## src/rtl/bcd_display_counter_if.sv

```systemverilog
`default_nettype none
// ============================================================================
// Module      : bcd_display_counter_if
// Description : Control, count and 7-segment scan signals of the BCD display
//               counter.
// Revision    : 1.0 - initial release
// ============================================================================
interface bcd_display_counter_if #(
    parameter int DIGITS = 4
);
    logic                  run;
    logic                  down;
    logic                  load;
    logic [4*DIGITS-1:0]   load_value;
    logic [4*DIGITS-1:0]   count;
    logic                  wrap;
    logic [6:0]            segments;
    logic [DIGITS-1:0]     digit_sel;

    modport master (
        output run, down, load, load_value,
        input  count, wrap, segments, digit_sel
    );

    modport slave (
        input  run, down, load, load_value,
        output count, wrap, segments, digit_sel
    );
endinterface
`default_nettype wire

```

## src/rtl/bcd_display_counter.sv

```systemverilog
`default_nettype none
// ============================================================================
// Module      : bcd_display_counter
// Description : Multi-digit BCD up/down counter with prescaler, preset load,
//               wrap pulse and time-multiplexed 7-segment scan output.
// Revision    : 1.0 - initial release
// ============================================================================
module bcd_display_counter #(
    parameter int MAX_COUNT  = 10_000_000,
    parameter int DIGITS     = 4,
    parameter int SCAN_COUNT = 10_000,
    parameter bit BLANK_LZ   = 1'b1
) (
    input  wire logic              clk,
    input  wire logic              reset,
    bcd_display_counter_if.slave   bus
);

    localparam int c_PRESC_W = (MAX_COUNT > 1)  ? $clog2(MAX_COUNT)  : 1;
    localparam int c_SCAN_W  = (SCAN_COUNT > 1) ? $clog2(SCAN_COUNT) : 1;
    localparam int c_IDX_W   = (DIGITS > 1)     ? $clog2(DIGITS)     : 1;

    localparam logic [c_PRESC_W-1:0] c_PRESC_LAST = c_PRESC_W'(MAX_COUNT - 1);
    localparam logic [c_SCAN_W-1:0]  c_SCAN_LAST  = c_SCAN_W'(SCAN_COUNT - 1);
    localparam logic [c_IDX_W-1:0]   c_IDX_LAST   = c_IDX_W'(DIGITS - 1);
    localparam logic [6:0]           c_SEG_ZERO   = 7'b0111111;

    function automatic logic [6:0] f_decode(input logic [3:0] value);
        logic [6:0] seg;
        case (value)
            4'd0:    seg = 7'b0111111;
            4'd1:    seg = 7'b0000110;
            4'd2:    seg = 7'b1011011;
            4'd3:    seg = 7'b1001111;
            4'd4:    seg = 7'b1100110;
            4'd5:    seg = 7'b1101101;
            4'd6:    seg = 7'b1111101;
            4'd7:    seg = 7'b0000111;
            4'd8:    seg = 7'b1111111;
            4'd9:    seg = 7'b1101111;
            default: seg = 7'b0000000;
        endcase
        return seg;
    endfunction

    logic [c_PRESC_W-1:0] r_presc;
    logic [c_PRESC_W-1:0] w_presc_next;
    logic                 w_tick;

    logic [4*DIGITS-1:0]  r_count;
    logic [4*DIGITS-1:0]  w_count_step;
    logic [4*DIGITS-1:0]  w_count_load;
    logic [4*DIGITS-1:0]  w_count_next;
    logic                 w_limit_all;
    logic                 r_wrap;
    logic                 w_wrap_next;

    logic [c_SCAN_W-1:0]  r_scan;
    logic [c_SCAN_W-1:0]  w_scan_next;
    logic [c_IDX_W-1:0]   r_idx;
    logic [c_IDX_W-1:0]   w_idx_next;

    logic [DIGITS-1:0]    w_zero_above;
    logic                 w_zero_run;
    logic [3:0]           w_sel_nibble;
    logic                 w_sel_zero_above;
    logic [DIGITS-1:0]    w_sel_next;
    logic [6:0]           w_seg_next;
    logic [DIGITS-1:0]    r_digit_sel;
    logic [6:0]           r_segments;

    assign w_tick = bus.run && (r_presc == c_PRESC_LAST);

    // Ripple step: a digit moves only while every lower digit sits at its limit
    // (9 counting up, 0 counting down); the final limit flag is the wrap case.
    always_comb begin
        w_count_step = r_count;
        w_limit_all  = 1'b1;
        for (int i = 0; i < DIGITS; i++) begin
            if (w_limit_all) begin
                if (bus.down) begin
                    w_count_step[4*i +: 4] = (r_count[4*i +: 4] == 4'd0) ? 4'd9
                                           : r_count[4*i +: 4] - 4'd1;
                end else begin
                    w_count_step[4*i +: 4] = (r_count[4*i +: 4] >= 4'd9) ? 4'd0
                                           : r_count[4*i +: 4] + 4'd1;
                end
            end
            w_limit_all = w_limit_all &&
                          (r_count[4*i +: 4] == (bus.down ? 4'd0 : 4'd9));
        end
    end

    always_comb begin
        w_count_load = '0;
        for (int i = 0; i < DIGITS; i++) begin
            w_count_load[4*i +: 4] = (bus.load_value[4*i +: 4] > 4'd9) ? 4'd9
                                   : bus.load_value[4*i +: 4];
        end
    end

    // Load beats a coincident tick, so that tick neither steps nor wraps.
    always_comb begin
        w_count_next = r_count;
        w_presc_next = r_presc;
        w_wrap_next  = 1'b0;
        if (bus.load) begin
            w_count_next = w_count_load;
            w_presc_next = '0;
        end else if (w_tick) begin
            w_count_next = w_count_step;
            w_presc_next = '0;
            w_wrap_next  = w_limit_all;
        end else if (bus.run) begin
            w_presc_next = r_presc + 1'b1;
        end
    end

    always_comb begin
        w_scan_next = r_scan + 1'b1;
        w_idx_next  = r_idx;
        if (r_scan == c_SCAN_LAST) begin
            w_scan_next = '0;
            w_idx_next  = (r_idx == c_IDX_LAST) ? '0 : r_idx + 1'b1;
        end
    end

    // Display registers are fed from next-state values so select and segments
    // always describe the same digit and the same count.
    always_comb begin
        w_zero_above     = '0;
        w_zero_run       = 1'b1;
        w_sel_nibble     = 4'd0;
        w_sel_zero_above = 1'b0;
        w_sel_next       = '0;
        for (int i = DIGITS - 1; i >= 0; i--) begin
            w_zero_run      = w_zero_run && (w_count_next[4*i +: 4] == 4'd0);
            w_zero_above[i] = w_zero_run;
        end
        for (int i = 0; i < DIGITS; i++) begin
            if (w_idx_next == c_IDX_W'(i)) begin
                w_sel_nibble     = w_count_next[4*i +: 4];
                w_sel_zero_above = w_zero_above[i];
                w_sel_next[i]    = 1'b1;
            end
        end
        w_seg_next = f_decode(w_sel_nibble);
        if (BLANK_LZ && (w_idx_next != '0) && w_sel_zero_above) begin
            w_seg_next = 7'b0000000;
        end
    end

    always_ff @(posedge clk) begin
        if (reset) begin
            r_presc     <= '0;
            r_count     <= '0;
            r_wrap      <= 1'b0;
            r_scan      <= '0;
            r_idx       <= '0;
            r_digit_sel <= DIGITS'(1);
            r_segments  <= c_SEG_ZERO;
        end else begin
            r_presc     <= w_presc_next;
            r_count     <= w_count_next;
            r_wrap      <= w_wrap_next;
            r_scan      <= w_scan_next;
            r_idx       <= w_idx_next;
            r_digit_sel <= w_sel_next;
            r_segments  <= w_seg_next;
        end
    end

    assign bus.count     = r_count;
    assign bus.wrap      = r_wrap;
    assign bus.segments  = r_segments;
    assign bus.digit_sel = r_digit_sel;

endmodule
`default_nettype wire

```

## src/flat_wrapper.sv

```systemverilog
// flat-port wrapper written by rule: the top's interface ports become plain ports
module bcd_display_counter_flat 
#(
    parameter int MAX_COUNT  = 10_000_000,
    parameter int DIGITS     = 4,
    parameter int SCAN_COUNT = 10_000,
    parameter bit BLANK_LZ   = 1'b1
)
  (clk, reset, bus_run, bus_down, bus_load, bus_load_value, bus_count, bus_wrap, bus_segments, bus_digit_sel);
  bcd_display_counter_if #(.DIGITS(DIGITS)) bus_i ();
  input  wire logic clk;
  input  wire logic reset;
  input wire logic [$bits(bus_i.run)-1:0] bus_run;
  input wire logic [$bits(bus_i.down)-1:0] bus_down;
  input wire logic [$bits(bus_i.load)-1:0] bus_load;
  input wire logic [$bits(bus_i.load_value)-1:0] bus_load_value;
  output wire logic [$bits(bus_i.count)-1:0] bus_count;
  output wire logic [$bits(bus_i.wrap)-1:0] bus_wrap;
  output wire logic [$bits(bus_i.segments)-1:0] bus_segments;
  output wire logic [$bits(bus_i.digit_sel)-1:0] bus_digit_sel;
  assign bus_i.run = bus_run;
  assign bus_i.down = bus_down;
  assign bus_i.load = bus_load;
  assign bus_i.load_value = bus_load_value;
  assign bus_count = bus_i.count;
  assign bus_wrap = bus_i.wrap;
  assign bus_segments = bus_i.segments;
  assign bus_digit_sel = bus_i.digit_sel;
  bcd_display_counter #(.MAX_COUNT(MAX_COUNT), .DIGITS(DIGITS), .SCAN_COUNT(SCAN_COUNT), .BLANK_LZ(BLANK_LZ)) u_core (.clk(clk), .reset(reset), .bus(bus_i));
endmodule
```

## config.mk

```make
export PLATFORM = sky130hd
export DESIGN_NAME = bcd_display_counter_flat
export DESIGN_NICKNAME = d
export VERILOG_FILES = /design/src/rtl/bcd_display_counter_if.sv /design/src/rtl/bcd_display_counter.sv /design/src/flat_wrapper.sv
export SDC_FILE = /design/constraint.sdc
export NUM_CORES = 1
export LEC_CHECK = 0
export BUFFER_PORTS_ARGS = -buffer_cell sky130_fd_sc_hd__buf_2
export CORE_MARGIN = 2
export CORE_UTILIZATION = 35
export DETAILED_ROUTE_END_ITERATION = 10
export MAX_ROUTING_LAYER = met4
export PLACE_DENSITY = 0.55
export SLEW_MARGIN = 5
export SYNTH_ARGS = -nofsm -noshare
export SYNTH_HDL_FRONTEND = slang
export SYNTH_SLANG_ARGS = --single-unit
```

## constraint.sdc

```tcl
create_clock -name clk -period 6.04 [get_ports clk]
set_clock_uncertainty 0.15 [all_clocks]
set_input_delay 0.302 -clock clk [delete_from_list [all_inputs] [get_ports clk]]
set_output_delay 0.302 -clock clk [all_outputs]
set_load 0.02 [all_outputs]
```

==> impl_metrics.json, run 1 <==
{
  "fp.dieH_um": 117,
  "insertion_delay_ps": 340,
  "synth_xor_xnor_area_share_pct": 7.42,
  "ys_types": 75,
  "synth_top_family_by_area": "simple AND/OR/NAND/NOR gates",
  "rsz0062_at_grt": "false",
  "yosysMostFrequentCell": "nor2_1",
  "vias": 4086,
  "dieArea_um2": 13700,
  "place_hpwl_um": 8420,
  "power.leakage_uw": 0.00194,
  "diodes": 0,
  "internal-power_uw": 866,
  "hold_path_class": "primary input to flop",
  "first_pass_iters": 5,
  "setup_viol": 0,
  "yosys-top-cells-area": "dfxtp_1 (30%), nor2_1 (7.0%), ha_1 (6.7%)",
  "period_share_pct": 62.1,
  "muxShareOfSynthArea_pct": 2.90,
  "place_ws_ps": 2110,
  "synth-compound-area-share_pct": 17.2,
  "drc": 0,
  "worstSetupStartpointType": "flop",
  "cts_buffers": 9,
  "finalWeightedCongestion": 0.900,
  "port_buffers": 48,
  "synth_fp_nets": 602,
  "synthAdderAreaFrac_pct": 6.69,
  "cts_root_buffer": "clkbuf_16",
  "cp_slowest_stage_delay_ps": 560,
  "final-instance-count-excl-fill": 768,
  "fillers": 1266,
  "avgRoutedWirePerCell_um": 14.8,
  "switching_power_uw": 321,
  "max_freq_mhz": 267,
  "wl_um": 11400,
  "fin_ws_ps": 2290,
  "grt_pass1_vias": 3894,
  "synth_common_cells": "nor2_1 (84), dfxtp_1 (68), nand2_1 (43)",
  "finalHoldViolations": 0,
  "clock-sinks": 68,
  "ys_seq_area_share_pct": 30.3,
  "crit_chain": "or4_4 > nor4_4 > and4_1 > mux2i_1 > o32ai_2 > a211oi_2 > inv_1 > ha_1 > nand2_1 > a21boi_1 > a21boi_1",
  "coreArea_um2": 12600,
  "rows": 41,
  "ys_ff_latch": 68,
  "cts_setup_buffers": 0,
  "dr.first_iter.drc_count": 345,
  "share_seq_of_total_power_pct": 40.3,
  "synth_top_area_cell": "dfxtp_1",
  "slew_headroom_pct": 30.7,
  "fin_crit_ps": 3750,
  "tns_ps": 0,
  "p_comb_share_pct": 13.5,
  "grt_pass1_wl_um": 18700,
  "ant_nets": 0,
  "hold_depth": 3,
  "ys.flop_type": "dfxtp_1",
  "cp_max_fo": 7,
  "worstSetupPathType": "flop to flop",
  "tightest_slew_ps": 1010,
  "clock_power_share_pct": 46.2,
  "synth_edf_count": 0,
  "ir_drop_mv": 0.238,
  "cpMostUsedCell": "a21boi_1",
  "design.portCount": 49,
  "drv_cap": 0,
  "fin_total_pwr_uw": 1190,
  "crit_required_ps": 6110,
  "track_usage_pct": 17.9,
  "cts_hold_buf": 0,
  "reg2reg_depth": 11,
  "async_reset_ff_share_pct": 0,
  "nets": 636,
  "status": "complete, no violations",
  "cts_resized": 0,
  "avgSynthCellArea_um2": 8.06,
  "whs_ps": 123,
  "yosysTopAreaCellShare_pct": 30.3,
  "place_inst": 752,
  "ys_warn_count": 0,
  "p_sw_share_pct": 27.0,
  "slew_violations": 0,
  "syn2layout_area_growth_pct": 14.7,
  "clk_path_buf_depth": 2,
  "clkTransAtPathRegs_ps": 60,
  "htree_levels": 3,
  "cts_tree": "done",
  "p_per_area_nw_per_um2": 230,
  "synthCells": 557,
  "via_per_inst": 5.32,
  "cp.arrival_ps": 3820,
  "synth_simple_gate_area_share_pct": 31.3,
  "drive_gt1_share_pct": 15.9,
  "endpoint_kind": "flop",
  "grt_start_max_net_pins": 33,
  "start_util_pct": 35.7,
  "critPathSlowestCell": "or4_4",
  "antenna_found_initial": 0,
  "grt.overflow.total": 0,
  "synth_area_um2": 4490,
  "die_w_um": 117
}
==> routing by layer <==
layer / part of all wire [%] / GRT usage, % / up-vias
li1: - / - / 2035
met1: 45 / 21.3 / 1935
met2: 49 / 29.7 / 100
met3: 4.1 / 4.02 / 16
met4: 1.8 / 6.27 / 0
met5: 0 / - / -
==> power by group through the flow <==
stage               clock network [uW]  logic, uW  registers [uW]
floorplan                            0        110             490
global placement                     0        157             488
detailed placement                   0        158             488
CTS                                560        159             478
global route                       577        178             479
finish                             548        160             478
==> cell type report <==
cell class	count	area [um2]	area share, %
Timing Repair Buffer	48	240	4.67
Tap cell	172	215	4.18
Multi-Input combinational cell	443	2940	57.1
Clock inverter	5	60.1	1.17
Clock buffer	11	253	4.91
Inverter	21	78.8	1.53
Sequential cell	68	1360	26.4
==> logic make-up after synthesis <==
logic type | after synthesis
adder cells (fa/ha/maj) | 24
XOR/XNOR | 38
AND/OR/NAND/NOR | 263
flip-flops | 68
multiplexers | 11
AO/OA/AOI/OAI | 107
buffers and inverters | 46
==> cell usage in the layout, fill, tap and decap left out, types with 7 or more instances in the layout <==
cell type	count
nand3_1	26
nor3b_1	9
clkbuf_16	9
a21oi_1	14
nand4_1	8
inv_1	19
nand2_1	43
dfxtp_1	68
buf_2	48
nor3_1	13
and3_1	12
nand2b_1	8
ha_1	24
nor2b_1	7
a211oi_1	7
nor2_1	84
xnor2_1	22
and2_1	9
o21ai_0	32
xor2_1	16
==> worst max-delay path: cells and delay by family (launching register included) <==
family          cells  cell delay [ps]
simple gates        4             1510
flops               1              350
compound gates      4              780
fa+ha+maj           1              280
buf+inv             1              120
mux                 1              430
==> final timing paths <==
kind | start | endpoint | slack (ps)
worst max-delay path | u_core.r_presc[8] | u_core.bus.segments[3] | 2290
worst min-delay path | bus_load_value[13] | u_core.bus.count[13] | 120
worst min register to register | u_core.r_scan[0] | u_core.r_scan[0] | 290
worst max register to register | u_core.r_presc[8] | u_core.bus.segments[3] | 2290
==> state kept, by name, summed over array words and instances, names as in the netlist <==
signal / count
u_core.bus.wrap: 1
u_core.bus.count: 16
u_core.bus.segments: 7
u_core.r_presc: 24
u_core.r_idx: 2
u_core.r_scan: 14
u_core.bus.digit_sel: 4
==> through the flow <==
step                utilization [%]  area (um2)
floorplan                         -        4490
global placement               38.5        4840
detailed placement             38.5        4840
CTS                            41.0        5150
global route                   41.0        5150
finish                         41.0        5150
(Power assumes the default switching activity.)
==> inputs of run 2 (changes only) <==
--- a/config.mk
+++ b/config.mk
@@ -10,7 +10,7 @@
 export CORE_UTILIZATION = 35
 export DETAILED_ROUTE_END_ITERATION = 10
 export MAX_ROUTING_LAYER = met4
-export PLACE_DENSITY = 0.55
+export PLACE_DENSITY = 0.57
 export SLEW_MARGIN = 5
 export SYNTH_ARGS = -nofsm -noshare
 export SYNTH_HDL_FRONTEND = slang
==> constraint.sdc (replaced) <==
create_clock -name clk -period 3.1 [get_ports clk]
set_clock_uncertainty 0.15 [all_clocks]
set_input_delay 0.155 -clock clk [delete_from_list [all_inputs] [get_ports clk]]
set_output_delay 0.155 -clock clk [all_outputs]
set_load 0.02 [all_outputs]
==> run 2 against run 1 <==
Effect of this change: cell count up 11%; first-iteration DRC count shrank 46%; sequential cell count unchanged; count of clock-buffer cells in the layout fell by 2; worst setup slack worse by 2300 ps; sequential power grew 92%; die area is the same; critical path depth decreased by 1; via count rose by 8.1%; cell area rose by 18%; critical path type unchanged; highest routed layer unchanged.
==> impl_metrics.json, run 2 (synthesized netlist as in run 1, its figures left out) <==
{
  "avgRoutedWirePerCell_um": 15.6,
  "clkTransAtPathRegs_ps": 60,
  "vias": 4418,
  "port_buffers": 48,
  "diodes": 0,
  "r2r-end": "u_core.bus.segments[5]",
  "p_per_area_nw_per_um2": 376,
  "min_from": "bus_run",
  "fin_crit_ps": 3090,
  "drive_gt1_share_pct": 33.9,
  "final-instance-count-excl-fill": 851,
  "post_dp_cell_area_um2": 5400,
  "cp_slowest_stage_delay_ps": 490,
  "status": "complete, no violations",
  "crit_chain": "nor4b_2 > and3_1 > nand3_4 > a2111oi_4 > buf_4 > o31ai_1 > or4bb_1 > o21ai_2 > a32oi_2 > a21boi_2",
  "finalHoldViolations": 0,
  "clock-sinks": 68,
  "cp_max_fo": 4,
  "cts_tree": "done",
  "max_freq_mhz": 324,
  "top_register": "u_core.r_presc",
  "met3_length_um": 541,
  "htree_levels": 3,
  "rsz0062_at_grt": "true",
  "tightest_slew_ps": 462,
  "design.portCount": 49,
  "hold_path_class": "primary input to flop",
  "cts_root_buffer": "clkbuf_16",
  "start_util_pct": 35.7,
  "crit_required_ps": 3170,
  "grt_start_max_net_pins": 25,
  "die_w_um": 117,
  "fp.dieH_um": 117,
  "slew_violations": 0,
  "place_inst": 823,
  "coreArea_um2": 12600,
  "grt_pass1_vias": 4255,
  "met2WireLength_um": 6310,
  "fin_util_pct": 48.4,
  "dr.first_iter.drc_count": 186,
  "place_ws_ps": -220,
  "worstSetupPathType": "flop to flop",
  "track_usage_pct": 20.1,
  "hold_end": "u_core.r_presc[0]",
  "cts_buffers": 9,
  "drv_cap": 0,
  "largest_reg_flops": 24,
  "via_per_inst": 5.19,
  "setup_viol": 0,
  "timing.rr.start": "u_core.r_presc[7]",
  "mostFrequentLayoutCell": "nor2_1",
  "dieArea_um2": 13700,
  "highest_layer": "met4",
  "worstSetupStartpointType": "flop",
  "finalWeightedCongestion": 0.930,
  "power.leakage_uw": 0.00242,
  "hold_depth": 3,
  "insertion_delay_ps": 340,
  "met1_length_um": 6080,
  "r2r_setup_slack_ps": 10,
  "period_share_pct": 99.5,
  "clk_path_buf_depth": 2,
  "ir_drop_mv": 0.230,
  "grt_pass1_wl_um": 20800,
  "final_cell_mix": "nor2_1 (83), buf_4 (78), dfxtp_1 (60), buf_2 (48), nand2_1 (41)",
  "drc": 0,
  "grt.overflow.total": 0,
  "slew_headroom_pct": 68.9,
  "critPathSlowestCell": "or4bb_1",
  "reg2reg_depth": 10,
  "ant_nets": 0,
  "rows": 41,
  "fin_ws_ps": 14.1,
  "syn2layout_area_growth_pct": 35.4,
  "first_pass_iters": 4,
  "endpoint_kind": "flop",
  "whs_ps": 9.80,
  "cp.arrival_ps": 3160,
  "wl_um": 13300,
  "antenna_found_initial": 0,
  "nets": 720,
  "place_hpwl_um": 9770,
  "final_area_um2": 6080,
  "fillers": 1212
}
==> run 2: cell types whose count changed in the layout (fill, tap and decap cells not counted), moves of 4 or more <==
cell,delta
a21boi_1,-5
a21boi_2,+4
buf_4,+78
dfxtp_1,-8
dfxtp_2,+7
ha_1,-4
nand3_1,-5
o21ai_0,-4
o21ai_2,+4
==> run 2: power by group <==
part / switching, uW / internal (uW) / total [uW] / leakage (uW)
clock: 402 / 536 / 938 / 0.000127
sequential: 20.8 / 897 / 918 / 0.000556
combinational: 243 / 183 / 427 / 0.00174
==> run 2: stage by stage <==
| step | setup TNS (ps) | total power [uW] |
|---|---|---|
| after global routing | -645 | 2380 |
| final | 0 | 2280 |
| after CTS | 0 | 2260 |
| after floorplan | -149 | 1180 |
| after detailed placement | -1190 | 1310 |
| after global placement | -964 | 1310 |
==> run 2: final cells by class <==
type	count	area, um2	area share, %
Multi-Input combinational cell	443	3250	53.5
Sequential cell	68	1370	22.6
Timing Repair Buffer	132	890	14.6
Clock buffer	9	225	3.71
Tap cell	172	215	3.54
Inverter	21	78.8	1.30
Clock inverter	6	42.5	0.700
==> run 2: critical path, delay by kind of cell (launching register included) <==
family / cells / cell delay [ps]
buffers and inverters: 1 / 160
AND/OR/NAND/NOR: 4 / 1360
AO/OA/AOI/OAI: 5 / 970
flip-flops: 1 / 330
==> run 2: repair_timing <==
action,CTS,global route
buffers inserted,4,6
pin swaps,9,16
hold buffers,3,0
endpoints found under the hold margin,3,0
gates resized for setup,20,53
endpoints found under the setup margin,7,7
==> run 2: how the worst max path moves through the flow <==
stage,end,startpoint,cells after the start,slack [ps]
5_1_grt,u_core.bus.segments[5],u_core.bus.count[1],13,-140
6_report,u_core.bus.segments[5],u_core.r_presc[7],10,10
3_5_place_dp,u_core.bus.segments[2],u_core.r_presc[23],10,-220
3_3_place_gp,u_core.bus.segments[5],u_core.r_presc[23],11,-190
2_1_floorplan,u_core.bus.segments[3],u_core.bus.count[4],13,-90
4_1_cts,u_core.bus.segments[3],u_core.bus.count[7],13,2
==> run 2: per-layer routing <==
metal	global-route usage (%)	up-vias
met1	25.0	2089
met4	8.24	0
met2	31.9	99
met5	-	-
li1	-	2207
met3	4.02	23
